`src/rtl/gf_inv_seq_if.sv`:
```
// Handshake bundle for gf_inv_seq: operand in, inverse out, plus busy status.
interface gf_inv_seq_if #(
   parameter int WIDTH = 8
);
   logic             in_valid;
   logic             in_ready;
   logic [WIDTH-1:0] in_data;
   logic             out_valid;
   logic             out_ready;
   logic [WIDTH-1:0] out_data;
   logic             busy;

   modport slave (
      input  in_valid, in_data, out_ready,
      output in_ready, out_valid, out_data, busy
   );

   modport master (
      output in_valid, in_data, out_ready,
      input  in_ready, out_valid, out_data, busy
   );
endinterface

```
`src/rtl/gf_inv_seq.sv`:
```
// Iterative GF(2^WIDTH) inverter computing a^(2^WIDTH-2) with one squarer and one multiplier.
// Optional macro GF_INV_SELFCHECK_EN adds chk_err, which flags operand*result != 1.
module gf_inv_seq #(
   parameter int               WIDTH = 8,
   parameter logic [WIDTH-1:0] POLY  = WIDTH'(8'h1B)
) (
   input logic         clk,
   input logic         rst,
   gf_inv_seq_if.slave bus
`ifdef GF_INV_SELFCHECK_EN
   ,
   output logic        chk_err
`endif
);

   localparam int              CW   = $clog2(WIDTH);
   localparam int              PW   = 2 * WIDTH - 1;
   localparam logic [CW-1:0]   LAST = CW'(WIDTH - 2);
   localparam logic [WIDTH-1:0] ONE = WIDTH'(1);

   typedef enum logic [1:0] {IDLE, CALC, DONE} state_t;

   state_t           state;
   logic [WIDTH-1:0] sq;
   logic [WIDTH-1:0] acc;
   logic [CW-1:0]    cnt;
   logic             valid;
   logic             busy_r;
   logic [WIDTH-1:0] sq_nxt;
   logic [WIDTH-1:0] acc_nxt;

   // Fold every bit at or above x^WIDTH back using x^WIDTH = POLY.
   function automatic logic [WIDTH-1:0] gf_reduce(input logic [PW-1:0] p);
      logic [PW-1:0] r;
      logic [PW-1:0] m;
      r = p;
      m = PW'({1'b1, POLY});
      for (int k = PW - 1; k >= WIDTH; k--) begin
         if (r[k]) r = r ^ (m << (k - WIDTH));
      end
      return r[WIDTH-1:0];
   endfunction

   function automatic logic [WIDTH-1:0] gf_mul(input logic [WIDTH-1:0] x,
                                               input logic [WIDTH-1:0] y);
      logic [PW-1:0] p;
      p = '0;
      for (int i = 0; i < WIDTH; i++) begin
         if (y[i]) p = p ^ (PW'(x) << i);
      end
      return gf_reduce(p);
   endfunction

   // Squaring in characteristic 2 just spreads the bits to even positions.
   function automatic logic [WIDTH-1:0] gf_sq(input logic [WIDTH-1:0] x);
      logic [PW-1:0] p;
      p = '0;
      for (int i = 0; i < WIDTH; i++) begin
         p[2*i] = x[i];
      end
      return gf_reduce(p);
   endfunction

   assign sq_nxt  = gf_sq(sq);
   assign acc_nxt = gf_mul(acc, sq_nxt);

`ifdef GF_INV_SELFCHECK_EN
   logic [WIDTH-1:0] operand;
   logic             chk_nxt;
   assign chk_nxt = (operand != '0) && (gf_mul(operand, acc_nxt) != ONE);
`endif

   always_ff @(posedge clk or posedge rst) begin
      if (rst) begin
         state  <= IDLE;
         sq     <= '0;
         acc    <= '0;
         cnt    <= '0;
         valid  <= 1'b0;
         busy_r <= 1'b0;
`ifdef GF_INV_SELFCHECK_EN
         operand <= '0;
         chk_err <= 1'b0;
`endif
      end else begin
         case (state)
            IDLE: begin
               if (bus.in_valid) begin
                  sq     <= bus.in_data;
                  acc    <= ONE;
                  cnt    <= '0;
                  busy_r <= 1'b1;
                  state  <= CALC;
`ifdef GF_INV_SELFCHECK_EN
                  operand <= bus.in_data;
`endif
               end
            end
            // acc collects a^(2^1) * a^(2^2) * ... * a^(2^(WIDTH-1)).
            CALC: begin
               sq  <= sq_nxt;
               acc <= acc_nxt;
               cnt <= cnt + CW'(1);
               if (cnt == LAST) begin
                  valid <= 1'b1;
                  state <= DONE;
`ifdef GF_INV_SELFCHECK_EN
                  chk_err <= chk_nxt;
`endif
               end
            end
            DONE: begin
               if (bus.out_ready) begin
                  valid  <= 1'b0;
                  busy_r <= 1'b0;
                  state  <= IDLE;
`ifdef GF_INV_SELFCHECK_EN
                  chk_err <= 1'b0;
`endif
               end
            end
            default: state <= IDLE;
         endcase
      end
   end

   assign bus.in_ready  = (state == IDLE);
   assign bus.out_valid = valid;
   assign bus.out_data  = acc;
   assign bus.busy      = busy_r;

endmodule
```
`src/flat_wrapper.sv`:
```
// flat-port wrapper written by rule: the top's interface ports become plain ports
module gf_inv_seq_flat 
#(
   parameter int               WIDTH = 8,
   parameter logic [WIDTH-1:0] POLY  = WIDTH'(8'h1B)
)
  (clk, rst, bus_in_valid, bus_in_data, bus_out_ready, bus_in_ready, bus_out_valid, bus_out_data, bus_busy);
  gf_inv_seq_if #(.WIDTH(WIDTH)) bus_i ();
  input logic clk;
  input logic rst;
  input wire logic [$bits(bus_i.in_valid)-1:0] bus_in_valid;
  input wire logic [$bits(bus_i.in_data)-1:0] bus_in_data;
  input wire logic [$bits(bus_i.out_ready)-1:0] bus_out_ready;
  output wire logic [$bits(bus_i.in_ready)-1:0] bus_in_ready;
  output wire logic [$bits(bus_i.out_valid)-1:0] bus_out_valid;
  output wire logic [$bits(bus_i.out_data)-1:0] bus_out_data;
  output wire logic [$bits(bus_i.busy)-1:0] bus_busy;
  assign bus_i.in_valid = bus_in_valid;
  assign bus_i.in_data = bus_in_data;
  assign bus_i.out_ready = bus_out_ready;
  assign bus_in_ready = bus_i.in_ready;
  assign bus_out_valid = bus_i.out_valid;
  assign bus_out_data = bus_i.out_data;
  assign bus_busy = bus_i.busy;
  gf_inv_seq #(.WIDTH(WIDTH), .POLY(POLY)) u_core (.clk(clk), .rst(rst), .bus(bus_i));
endmodule
```
`config.mk`:
```
export PLATFORM = sky130hd
export DESIGN_NAME = gf_inv_seq_flat
export DESIGN_NICKNAME = d
export VERILOG_FILES = /design/src/rtl/gf_inv_seq_if.sv /design/src/rtl/gf_inv_seq.sv /design/src/flat_wrapper.sv
export SDC_FILE = /design/constraint.sdc
export NUM_CORES = 1
export LEC_CHECK = 0
export BUFFER_PORTS_ARGS = -buffer_cell sky130_fd_sc_hd__buf_4
export CAP_MARGIN = 20
export CORE_ASPECT_RATIO = 0.5
export CORE_MARGIN = 2
export CORE_UTILIZATION = 55
export DETAILED_ROUTE_END_ITERATION = 6
export MAX_ROUTING_LAYER = met4
export PLACE_DENSITY = 0.75
export RECOVER_POWER = 50
export SYNTH_ARGS = -nofsm -noshare
export SYNTH_HDL_FRONTEND = slang
export SYNTH_SLANG_ARGS = --single-unit
export TNS_END_PERCENT = 100
```
`constraint.sdc`:
```
create_clock -name clk -period 6.2 [get_ports clk]
set_clock_uncertainty 0.15 [all_clocks]
set_input_delay 0.62 -clock clk [delete_from_list [all_inputs] [get_ports clk]]
set_output_delay 0.62 -clock clk [all_outputs]
set_load 0.1 [all_outputs]
```
# Word level (Yosys, flattened, before mapping)
# Index checks and enable logic that the tools add are counted.
op_classes:
  add_sub_neg: 1
  n_eq_ne: 6
  muxes: 37
  n_bitwise: 21
  n_reduce_logical: 8
ops:
  columns: ["operator", "count"]
  rows:
  - ["$mux W15", 7]
  - ["$not A4 Y4", 14]
  - ["$mux W8", 5]
  - ["$pmux W8 S2", 2]
  - ["$mux W11", 2]
  - ["$mux W10", 2]
  - ["$mux W9", 2]
  - ["$xor A15 B10 Y15", 1]
  - ["$xor A15 B11 Y15", 1]
  - ["$xor A15 B12 Y15", 1]
  - ["$xor A15 B13 Y15", 1]
  - ["$xor A15 B14 Y15", 1]
  - ["$xor A15 B15 Y15", 1]
  - ["$mux W7", 2]
  - ["$mux W6", 2]
  - ["$mux W5", 2]
  - ["$reduce_and A3 Y1", 3]
  - ["$xor A8 B9 Y9", 1]
  - ["$mux W2", 3]
  - ["$pmux W2 S3", 1]
  - ["$pmux W3 S2", 1]
  - ["$reduce_bool A2 Y1", 3]
  - ["$ne A2 B2 Y1 const B", 2]
  - ["$pmux W1 S2", 2]
  - ["other kinds (9)", 11]
word_totals:
  register_bits: 23
  inputBits: 12
  output_inout_bits: 11
  word_cells: 79

# Longest topological paths before layout
# Gate-level depths: netlist of the first run.
depth:
  depth_word: 44
  mapped_depth: 10
  depth_no_buf: 8

# Least setup slack after synthesis of the first run
# OpenSTA, ideal clock, no wires.
synth_timing:
  path_type: "register to register"
  start: "register u_core.acc[7] (netlist: u_core.bus.out_data[7])"
  end: "register u_core.acc[3] (netlist: u_core.bus.out_data[3])"
  setup_time_ns: 0.077
  t_arrival_ns: 3.048
  required_time_ns: 5.973
  slack_ns: 2.926
  path_stages_with_launch: 10
  n_path_buf: 1
  synth_period_minus_slack_ns: 3.274
  path_cell_list: "dfrtp_1 > buf_2 > mux2i_1 > o2bb2ai_1 > or4_1 > a31oi_1 > a221oi_4 > xnor2_4 > xnor3_1 > o21ai_1"
synth_via:
  elab_chain_cells: 21
  elab_cells_between_ends: 27
  classes_between: "mux (15); bitwise (12)"
synth_rtl:
  columns: ["item", "line", "text"]
  rows:
  - ["start: declaration", "gf_inv_seq.sv:25", "logic [WIDTH-1:0] acc;"]
  - ["start signal: assignment", "gf_inv_seq.sv:102", "acc <= acc_nxt;"]
  - ["$xor A8 B9 Y9", "gf_inv_seq.sv:49", "if (y[i]) p = p ^ (PW'(x) << i);"]
  - ["$mux W15", "gf_inv_seq.sv:49", null]
  - ["$xor A15 B10 Y15", "gf_inv_seq.sv:49", null]
  - ["$mux W15", "gf_inv_seq.sv:49", null]
  - ["$xor A15 B11 Y15", "gf_inv_seq.sv:49", null]
  - ["$mux W15", "gf_inv_seq.sv:49", null]
  - ["$xor A15 B12 Y15", "gf_inv_seq.sv:49", null]
  - ["$mux W15", "gf_inv_seq.sv:49", null]
  - ["[5 not listed]", null, null]
  - ["$mux W15 (*)", "gf_inv_seq.sv:49", null]
  - ["$mux W11", "gf_inv_seq.sv:39", "if (r[k]) r = r ^ (m << (k - WIDTH));"]
  - ["$not A4 Y4 (no source line)", null, null]
  - ["$mux W10", "gf_inv_seq.sv:39", null]
  - ["$not A4 Y4 (no source line)", null, null]
  - ["$mux W9", "gf_inv_seq.sv:39", null]
  - ["$mux W5 (*)", "gf_inv_seq.sv:39", null]
  - ["$pmux W8 S2 (*)", "gf_inv_seq.sv:86", "case (state)"]
# Mark *: on every way between the ends. The rest lies on a longest branch, timed or not.
# A chain may end at the register's enable or synchronous reset.

# Worst setup path in the final report of the first run
layout_timing:
  start: "register u_core.sq[6]"
  end: "register u_core.acc[3] (netlist: u_core.bus.out_data[3])"
layout_via:
  elab_chain_cells: 28
  elab_cells_between_ends: 38
  classes_between: "mux (21); bitwise (17)"
layout_rtl:
  columns: ["item", "line", "text"]
  rows:
  - ["start: declaration", "gf_inv_seq.sv:24", "logic [WIDTH-1:0] sq;"]
  - ["start signal: assignment", "gf_inv_seq.sv:89", "sq <= bus.in_data;"]
  - ["start signal: assignment", "gf_inv_seq.sv:101", "sq <= sq_nxt;"]
  - ["$mux W9 (*)", "gf_inv_seq.sv:39", null]
  - ["$mux W5", "gf_inv_seq.sv:39", null]
  - ["$mux W8", "gf_inv_seq.sv:49", null]
  - ["$xor A8 B9 Y9", "gf_inv_seq.sv:49", null]
  - ["$mux W15", "gf_inv_seq.sv:49", null]
  - ["$xor A15 B10 Y15", "gf_inv_seq.sv:49", null]
  - ["$mux W15", "gf_inv_seq.sv:49", null]
  - ["$xor A15 B11 Y15", "gf_inv_seq.sv:49", null]
  - ["[12 not listed]", null, null]
  - ["$not A4 Y4 (no source line)", null, null]
  - ["$mux W8", "gf_inv_seq.sv:39", null]
  - ["$not A4 Y4 (no source line)", null, null]
  - ["$mux W7", "gf_inv_seq.sv:39", null]
  - ["$mux W6", "gf_inv_seq.sv:39", null]
  - ["$not A4 Y4 (no source line)", null, null]
  - ["$mux W5 (*)", "gf_inv_seq.sv:39", null]
  - ["$pmux W8 S2 (*)", "gf_inv_seq.sv:86", null]
# Marks and branches as above.

==> results of run 1 <==
## sequential cells by signal (all words and copies together), names as in the netlist
signal and flops:
u_core.bus.out_valid 1, u_core.bus.out_data 8, u_core.bus.busy 1, u_core.state 2, u_core.cnt 3, u_core.sq 8
## final cells by class
class / instances / area, um^2 / area share [%]
Timing Repair Buffer: 23 / 165 / 6.01
Sequential cell: 23 / 576 / 20.9
Tap cell: 57 / 71.3 / 2.59
Inverter: 7 / 26.3 / 0.956
Clock inverter: 1 / 7.51 / 0.273
Multi-Input combinational cell: 247 / 1860 / 67.7
Clock buffer: 3 / 41.3 / 1.50
## final timing paths
check | slack [ns] | endpoint
min in group asynchronous | 0.39 | u_core.cnt[2]
setup / recovery | 2.63 | u_core.bus.out_data[3]
setup reg to reg | 2.63 | u_core.bus.out_data[3]
max in group asynchronous | 4.96 | u_core.cnt[0]
hold / removal | 0.37 | u_core.state[1]
hold reg to reg | 0.38 | u_core.cnt[1]
## through the flow
step	utilization, %	instances	worst slack [ns]	cell area, um^2
CTS	62.0	361	2.66	2760
global route	61.8	361	2.32	2750
detailed placement	60.9	357	2.67	2710
finish	61.8	361	2.63	2750
global placement	60.9	357	2.86	2710
floorplan	-	301	2.93	2570
## routing by layer
metal / vias to the layer above / GRT usage (%) / share of wire, % / routed length, um
met5: - / - / 0 / 0
met4: 0 / 7.08 / 0.61 / 38
met3: 7 / 4.40 / 7.6 / 471
met2: 78 / 40.8 / 45 / 2820
met1: 1049 / 37.9 / 46 / 2890
li1: 1046 / - / - / -
## Yosys cell counts (all sizes together)
library cell / instances
a21boi: 2
ha: 2
nor2: 12
clkbuf: 13
xnor3: 8
nor2b: 2
buf: 11
o22a: 2
nand3: 2
nand2: 54
nand2b: 5
or2: 2
nand4bb: 1
o2bb2ai: 1
a221oi: 2
nand4b: 1
dfrtp: 23
xor2: 11
xnor2: 51
o21bai: 2
o31ai: 2
a21oi: 18
a31oi: 4
clkinv: 1
or4b: 1
nor3: 2
o21ai: 15
and2: 1
a211oi: 1
a22oi: 8
o22ai: 17
o31a: 1
inv: 6
or4: 1
o21a: 2
nor3b: 2
o211ai: 1
mux2i: 9
a22o: 2
## kinds of logic after synthesis
logic type / Yosys count / share of synthesized area, %
fa+ha+maj: 2 / 0.974
flops: 23 / 22.4
simple gates: 86 / 15.2
compound gates: 80 / 20.2
xor+xnor: 70 / 32.6
mux: 9 / 3.51
buf+inv: 31 / 5.11
## critical path: stages (launching register included)
cell and delay, ns:
dfrtp_1 0.92, xor2_2 0.24, xnor2_1 0.67, nand2_1 0.15, xnor2_1 0.21, xnor3_2 0.32
xnor2_4 0.25, xnor3_1 0.44, o21ai_1 0.12
==> summary.md, run 1 <==
| Metric | Value |
|---|---|
| Ports | 23 |
| Worst Path Max Fanout | 20 |
| H-tree depth | 1 |
| TritonRoute pass-1 iters | 4 |
| Die area | 5270 um^2 |
| Rel. slew slack | 23.2% |
| # rows | 17 |
| TritonCTS Buffers | 3 |
| Largest net degree at the start of global routing | 24 |
| Iteration-0 DRC Markers | 85 |
| Initial antenna violation count | 0 |
| Setup violators final | 0 |
| Vias per std cell | 6.04 |
| GRT Overall Usage | 26.9% |
| Bufs on Longest Clock Path | 2 |
| Worst r2r src | u_core.sq[6] |
| Routed wire per std cell | around 17 um |
| Element type at the critical path start | flop |
| CTS tree | built |
| Worst-path clk slew | 0.09 ns |
| Initial Util | 57.8% |
| Root cell of the clock tree | clkbuf_8 |
| First-pass GRT wire length | approximately 11000 um |
| Status | finished clean |
| Input/output buffers | 22 |
| Hold Path Depth | 2 |
| Largest cells by area after synthesis | dfrtp_1 22%, xnor2_1 15%, nand2_1 7.7% |
| Hold slack | 0.372 ns |
| Fin crit share | 57.5% |
| DP Wirelength | 4420 um |
| Ratio of cells with drive above 1 in the final layout | 12.5% |
| Post-synthesis register bit count | 23 |
| Crit Path Class | flop to flop |
| Yosys top cell area share | 22.4% |
| Total wire length | 6220 um |
| Synthesis Warnings | 0 |
| Die width | approximately 100 um |
| Crit. Startpoint | u_core.sq[6] |
| Hold Crit Class | primary input to flop |
| Post-synthesis cell count | 301 |
| GPL Wtd Cong | 0.969 |
| Final setup TNS | 0 ns |
| Sequential area share after synthesis | 22.4% |
| Routed vias | 2180 |
| FF-to-FF path depth | 8 |
| Synth cell types | 50 |
| RSZ-0062 raised after global routing | no |
| Hold Buf Count CTS | 0 |
| Most frequent cells in the layout | 53 x nand2_1, 45 x xnor2_1, 23 x dfrtp_1 |
| Max Fclk | 0.280 GHz |
| CTS Sinks | 23 |
| Maxcap violations | 0 |
| Slew Limit Fails | 0 |
| Vias in the first global route | 2149 |
| Drc violations | 0 |
| Syn nets | 315 |
| Avg Synthesized Cell Area | 8.53 um^2 |
| Final net count | 319 |
| Ant diodes | 0 |
| Skew-Pair Late Insertion Delay | 0.27 ns |
| # resized after CTS | 0 |
| CP endpoint kind | flop |
| Most common cell after layout, fill and taps aside | nand2_1 |
| Layout area overhead | 7.01% |
| Overflow after GRT | 0 |
| CORE AREA | 4450 um^2 |
| Hold_sp | bus_out_ready |
| Yosys top cell by area | dfrtp_1 |
| Critical path data required time | 6.25 ns |
| Clock period minus worst slack | 3.57 ns |
| Fillers | approximately 400 |
| Cell Area, Synth | 2570 um^2 |
| # Post-CTS Setup Buffers | 0 |
| Routed Antenna Nets | 0 |
| Chip height | approximately 52 um |
| Least-Margin Pin Slew | ~1.2 ns |
| Final hold viol count | 0 |
| Critical Path AT | 3.62 ns |
Power of run 1 is left out: the tool's default activity adds up to more than one toggle a clock period on the data nets, which glitch-free logic cannot reach.
==> run 2: changes to the inputs <==
--- a/config.mk
+++ b/config.mk
@@ -5,6 +5,7 @@
 export SDC_FILE = /design/constraint.sdc
 export NUM_CORES = 1
 export LEC_CHECK = 0
+export ABC_AREA = 1
 export BUFFER_PORTS_ARGS = -buffer_cell sky130_fd_sc_hd__buf_4
 export CAP_MARGIN = 20
 export CORE_ASPECT_RATIO = 0.5
@@ -12,7 +13,7 @@
 export CORE_UTILIZATION = 55
 export DETAILED_ROUTE_END_ITERATION = 6
 export MAX_ROUTING_LAYER = met4
-export PLACE_DENSITY = 0.75
+export PLACE_DENSITY = 0.77
 export RECOVER_POWER = 50
 export SYNTH_ARGS = -nofsm -noshare
 export SYNTH_HDL_FRONTEND = slang
==> constraint.sdc (replaced) <==
create_clock -name clk -period 3.28 [get_ports clk]
set_clock_uncertainty 0.15 [all_clocks]
set_input_delay 0.328 -clock clk [delete_from_list [all_inputs] [get_ports clk]]
set_output_delay 0.328 -clock clk [all_outputs]
set_load 0.1 [all_outputs]
==> summary.md, run 2 <==
| Metric | Value |
|---|---|
| TritonRoute pass-1 iters | 5 (+1) |
| Vias per std cell | 5.28 (-12%) |
| Syn nets | 499 (+58%) |
| Routed Antenna Nets | 0 (unchanged) |
| DP Wirelength | 6020 um (+36%) |
| Least-Margin Pin Slew | 1.18 ns (+0.0264 ns) |
| Post-synth EDFFs | 0 (unchanged) |
| Overflow after GRT | 0 (unchanged) |
| Ratio of cells with drive above 1 in the final layout | 17.0% (+4.5 points) |
| # resized after CTS | 0 (unchanged) |
| Top-count cell post-synth | nand2_1 |
| # Post-CTS Setup Buffers | 0 (unchanged) |
| Drc violations | 0 (unchanged) |
| Rel. slew slack | 21.5% (-1.8 points) |
| Die width | 106 um (+5.4%) |
| Fillers | 498 (+27%) |
| Routed wl met3 | 530 um (+13%) |
| Synthesis Warnings | 0 (unchanged) |
| Skew-Pair Late Insertion Delay | 0.29 ns (+0.02 ns) |
| H-tree depth | 1 (unchanged) |
| Cell Area, Synth | 2870 um^2 (+12%) |
| Maxcap violations | 0 (unchanged) |
| Iteration-0 DRC Markers | 254 (+200%) |
| Max Fclk | 0.367 GHz (+31%) |
| GRT Overall Usage | 28.6% (+1.7 points) |
| Met2 WL | 3170 um (+12%) |
| GPL Wtd Cong | 0.940 (-3.0%) |
| First-pass GRT wire length | 12400 um (+15%) |
| Root cell of the clock tree | clkbuf_8 |
| CP max-delay cell | dfrtp_1 |
| Largest net degree at the start of global routing | 24 (unchanged) |
| # rows | 18 (+1) |
| Highest metal used | met4 |
| Critical path data required time | 3.32 ns (-2.93 ns) |
| RSZ-0062 raised after global routing | no |
| Element type at the critical path start | flop |
| Largest cells by area after synthesis | nand2_1 25%, dfrtp_1 20%, nand3_1 11% |
| Crit Path Class | flop to flop |
| Die area | 5840 um^2 (+11%) |
| Slew Limit Fails | 0 (unchanged) |
| Yosys top cell by area | nand2_1 |
| Input/output buffers | 22 (unchanged) |
| Worst path max stage delay | 0.63 ns (-0.29 ns) |
| Routed vias | 3012 (+38%) |
| Most common cell after layout, fill and taps aside | nand2_1 |
| TritonCTS Buffers | 3 (unchanged) |
| Asr flop ratio synth | 100% (unchanged) |
| Most frequent CP cell | nand2_1 |
| Synth cell types | 33 (-34%) |
| Fin crit share | 83.0% (+25 points) |
| CTS tree | built |
| Setup violators final | 0 (unchanged) |
| Sequential area share after synthesis | 20.1% (-2.3 points) |
| M1 WL | 3830 um (+33%) |
| Initial antenna violation count | 0 (unchanged) |
| CP endpoint kind | flop |
| Post-synthesis cell count | 485 (+61%) |
| Chip height | 55.1 um (+5.2%) |
| Layout area overhead | 7.94% |
| Final net count | 515 (+61%) |
| Routed wire per std cell | 13.4 um (-22%) |
| Crit path cell chain | nand2_1, nand2_4, nand2_1, nand2_1, nand2_1, nand2_1, nand2_1, nand2_1, nand3_1, nand3_1, nand2_2, nand2_1, nand2_1, inv_1, nand3_1, nand3_1, nand2_1 |
| Ant diodes | 0 (unchanged) |
| Most frequent cells in the layout | 191 x nand2_1, 65 x nand3_1, 45 x inv_1 |
| Worst-path clk slew | 0.11 ns (+0.02 ns) |
| Hold Crit Class | primary input to flop |
| Status | finished clean |
| CTS Sinks | 23 (unchanged) |
| Vias in the first global route | 2549 (+19%) |
| Final hold viol count | 0 (unchanged) |
| Worst Path Max Fanout | 12 (-40%) |
| Critical path's top delay family | simple AND/OR/NAND/NOR gates |
| Post-synth top cells | 191 x nand2_1, 65 x nand3_1, 45 x inv_1 |
| Final setup TNS | 0 ns (unchanged) |
| Post-synthesis register bit count | 23 (unchanged) |
| Total wire length | 7630 um (+23%) |
| Critical Path AT | 2.77 ns (-0.85 ns) |
| Ports | 23 (unchanged) |
| Top FF cell, synth | dfrtp_1 |
| Initial Util | 57.6% (-0.17 points) |
| Hold Buf Count CTS | 0 (unchanged) |
| CORE AREA | 4980 um^2 (+12%) |
| Clock period minus worst slack | 2.72 ns (-0.845 ns) |
| Yosys top cell area share | 25.0% (+2.6 points) |
| CP Buf/Inv Count | 1 (+1) |
| Avg Synthesized Cell Area | 5.91 um^2 (-31%) |
| Bufs on Longest Clock Path | 2 (unchanged) |
## run 2: cell count changes in the layout (fill, tap and decap cells not counted), moves of 10 or more
cell and delta:
nand3_1 +63, a21oi_1 -15, nand2_1 +138, xnor2_1 -36, inv_2 +10, nor2_1 +13, inv_1 +39, o22ai_1 -14
nand2_2 +23
## run 2: final timing paths
path	slack, ns	from	cells past startpoint	end
max reg2reg	0.56	u_core.sq[7]	17	u_core.bus.out_data[4]
min in group asynchronous	0.10	rst	2	u_core.cnt[0]
max	0.56	u_core.sq[7]	17	u_core.bus.out_data[4]
min reg2reg	0.35	u_core.cnt[2]	1	u_core.cnt[2]
min	0.09	bus_out_ready	2	u_core.state[1]
max in group asynchronous	2.28	rst	2	u_core.cnt[1]
## run 2: cell families (layout without fill, tap and decap cells)
group / after synthesis / in the layout / share of synthesized area [%]
buf+inv: 73 / 88 / 11.0
flops: 23 / 23 / 20.1
fa+ha+maj: 2 / 2 / 0.872
xor+xnor: 19 / 19 / 5.80
compound gates: 26 / 26 / 5.76
simple gates: 342 / 342 / 56.5
## run 2: area by class of cell
cell class | count | area, um^2 | area share, %
flip-flops and latches | 23 | 576 | 18.6
well taps | 70 | 87.6 | 2.83
clock inverters | 1 | 7.51 | 0.243
clock buffers | 3 | 41.3 | 1.33
inverters | 60 | 233 | 7.52
multi-input cells | 389 | 1980 | 63.9
repair buffers | 24 | 173 | 5.58
## run 2: layer usage
| metal | GRT usage [%] | vias to the layer above |
|---|---|---|
| li1 | - | 1557 |
| met1 | 39.5 | 1345 |
| met2 | 45.9 | 98 |
| met3 | 4.33 | 12 |
| met4 | 4.61 | 0 |
| met5 | - | - |
## run 2: stage by stage
step	instance area (um^2)	util [%]	hold WS (ns)	std cells	setup WS, ns
floorplan	2870	-	0.180	485	0.229
global placement	3050	61.4	0.328	566	0.680
detailed placement	3050	61.4	0.339	566	0.592
CTS	3100	62.3	0.0856	570	0.599
global route	3100	62.2	0.108	570	0.324
finish	3100	62.2	0.0869	570	0.558
## run 2: worst register-to-register path: cells and delay by family, from the launching register on
family                 cells  cell delay (ns)
and+or+nand+nor           16             1.80
buffers and inverters      1             0.05
DFF                        1             0.63
Power of run 2 is left out for the same reason.
==> run 3: changes to the inputs <==
==> constraint.sdc (replaced) <==
create_clock -name clk -period 2.35 [get_ports clk]
set_clock_uncertainty 0.15 [all_clocks]
set_input_delay 0.235 -clock clk [delete_from_list [all_inputs] [get_ports clk]]
set_output_delay 0.235 -clock clk [all_outputs]
set_load 0.1 [all_outputs]
==> summary.md, run 3 (synthesis gave the netlist of run 2 again) <==
| Metric | Value |
|---|---|
| Status | finished with violations |
| Failing checks | setup timing |
| Maxcap violations | 0 (unchanged) |
| Hold Crit Class | primary input to flop |
| Layout area overhead | 41.4% |
| Area of the multi-input gates | 2420 um^2 (+22%) |
| CTS Sinks | 23 (unchanged) |
| Drc violations | 0 (unchanged) |
| Worst Path Max Fanout | 6 (-6) |
| GRT Overall Usage | 32.1% (+3.5 points) |
| Input/output buffers | 22 (unchanged) |
| Routed vias | 3505 (+16%) |
| RSZ-0062 raised after global routing | yes |
| Placement Setup Slack | -0.195 ns (-0.787 ns) |
| Fillers | 325 (-35%) |
| Overflow after GRT | 0 (unchanged) |
| Die width | 106 um (unchanged) |
| Routed wire per std cell | 15.4 um (+15%) |
| Clock period minus worst slack | 2.46 ns (-0.259 ns) |
| Setup violators final | 8 (+8) |
| Largest net degree at the start of global routing | 24 (unchanged) |
| DP Wirelength | 6180 um (+2.8%) |
| Worst r2r src | u_core.sq[6] |
| Iteration-0 DRC Markers | 372 (+46%) |
| Vias in the first global route | 3015 (+18%) |
| Skew-Pair Late Insertion Delay | 0.27 ns (-0.02 ns) |
| Ratio of cells with drive above 1 in the final layout | 40.7% (+24 points) |
| CP endpoint kind | flop |
| Least-Margin Pin Slew | 1.31 ns (+0.131 ns) |
| Ant diodes | 0 (unchanged) |
| Slew Limit Fails | 0 (unchanged) |
| TritonRoute pass-1 iters | 5 (unchanged) |
| Final worst setup slack | -0.113 ns (-0.671 ns) |
| Crit path cell chain | inv_2, nand2_2, nand3_4, nand2_4, nand2_4, nand2_4, buf_4, o21bai_1, nand2_1, inv_1, nand2_2, nand2_1, nand2_2, nand2_2, nand2_2, nand2_1, nand2_1, nand3_1, nand2_1 |
| Chip height | 55.1 um (unchanged) |
| Vias per std cell | 5.56 (+5.3%) |
| Critical path data required time | 2.37 ns (-0.95 ns) |
| Total wire length | 9730 um (+28%) |
| CP Buf/Inv Count | 3 (+2) |
| Initial antenna violation count | 0 (unchanged) |
| Routed Antenna Nets | 0 (unchanged) |
| Final net count | 575 (+12%) |
| Rel. slew slack | 12.4% (-9.1 points) |
| Critical Path AT | 2.48 ns (-0.29 ns) |
| Initial Util | 57.6% (unchanged) |
| CP max-delay cell | dfrtp_2 |
| TritonCTS Buffers | 3 (unchanged) |
| Crit Path Class | flop to flop |
| Worst path max stage delay | 0.48 ns (-0.15 ns) |
| CORE AREA | 4980 um^2 (unchanged) |
| Final hold viol count | 0 (unchanged) |
| Die area | 5840 um^2 (unchanged) |
| Fin crit share | 105% (+22 points) |
| R2r endpoint | u_core.bus.out_data[5] |
| Hold slack | 0.0503 ns (-0.0366 ns) |
| GPL Wtd Cong | 0.986 (+4.9%) |
| Most common cell after layout, fill and taps aside | nand2_1 |
| # rows | 18 (unchanged) |
| Max Fclk | 0.406 GHz (+11%) |
| FF/Latch Area | 592 um^2 (+2.8%) |
| Critical path's top delay family | simple AND/OR/NAND/NOR gates |
| Reg2reg setup slack | -0.11 ns (-0.67 ns) |
| Ports | 23 (unchanged) |
| FF-to-FF path depth | 19 (+2) |
| Bufs on Longest Clock Path | 2 (unchanged) |
| CTS tree | built |
| Most frequent cells in the layout | 151 x nand2_1, 72 x buf_4, 46 x nand3_1 |
| Final setup TNS | -0.530 ns (-0.530 ns) |
| Critical path capture point | u_core.bus.out_data[5] |
| Element type at the critical path start | flop |
| Worst-path clk slew | 0.09 ns (-0.02 ns) |
| Root cell of the clock tree | clkbuf_8 |
| First-pass GRT wire length | 14100 um (+14%) |
| Crit. Startpoint | u_core.sq[6] |
| H-tree depth | 1 (unchanged) |
| Stages on the worst setup path | 19 (+2) |
-- run 3: cell type report --
cell class                      instances  area share [%]
Clock inverter                          1           0.185
Clock buffer                            3            1.02
Tap cell                               70            2.16
Inverter                               60            5.93
Timing Repair Buffer                   83            16.5
Sequential cell                        23            14.6
Multi-Input combinational cell        390            59.6
-- run 3: repair_timing --
action / CTS / global route
setup buffers: 13 / 6
gates cloned: 1 / 0
pin swaps: 28 / 26
endpoints found under the hold margin: 24 / 0
hold buffers: 2 / 0
endpoints found under the setup margin: 8 / 8
resized for setup: 61 / 53
-- run 3: how the worst min path moves through the flow --
| stage | cells after the start | end | start |
|---|---|---|---|
| after detailed placement | 3 | u_core.bus.busy | rst |
| after global routing | 3 | u_core.sq[7] | bus_in_data[7] |
| after floorplan | 1 | u_core.bus.busy | rst |
| final | 3 | u_core.sq[3] | bus_in_data[3] |
| after global placement | 3 | u_core.sq[3] | rst |
| after CTS | 3 | u_core.sq[7] | bus_in_data[7] |
-- run 3: metrics by stage --
step           instance area [um^2]  instances  utilization (%)
2_1_floorplan                  2890        485                -
3_3_place_gp                   3370        604             67.7
3_5_place_dp                   3370        604             67.7
4_1_cts                        3800        624             76.4
5_1_grt                        4050        630             81.4
6_report                       4050        630             81.4
-- run 3: worst reg2reg max path, cell delays in order (launching register included) --
cell,delay [ns]
dfrtp_2,0.48
inv_2,0.15
nand2_2,0.10
nand3_4,0.12
nand2_4,0.09
nand2_4,0.12
nand2_4,0.07
buf_4,0.17
o21bai_1,0.12
nand2_1,0.13
inv_1,0.09
nand2_2,0.06
nand2_1,0.07
nand2_2,0.07
nand2_2,0.06
nand2_2,0.05
nand2_1,0.07
nand2_1,0.05
nand3_1,0.08
nand2_1,0.05
-- run 3: routing by layer --
metal  up-vias  part of all wire (%)  global-route usage (%)
met2       202                    45                    54.0
met1      1588                    42                    41.5
met5         -                     0                       -
li1       1676                     -                       -
met4         0                   2.8                    6.80
met3        39                    10                    6.09
Power of run 3 is left out for the same reason.
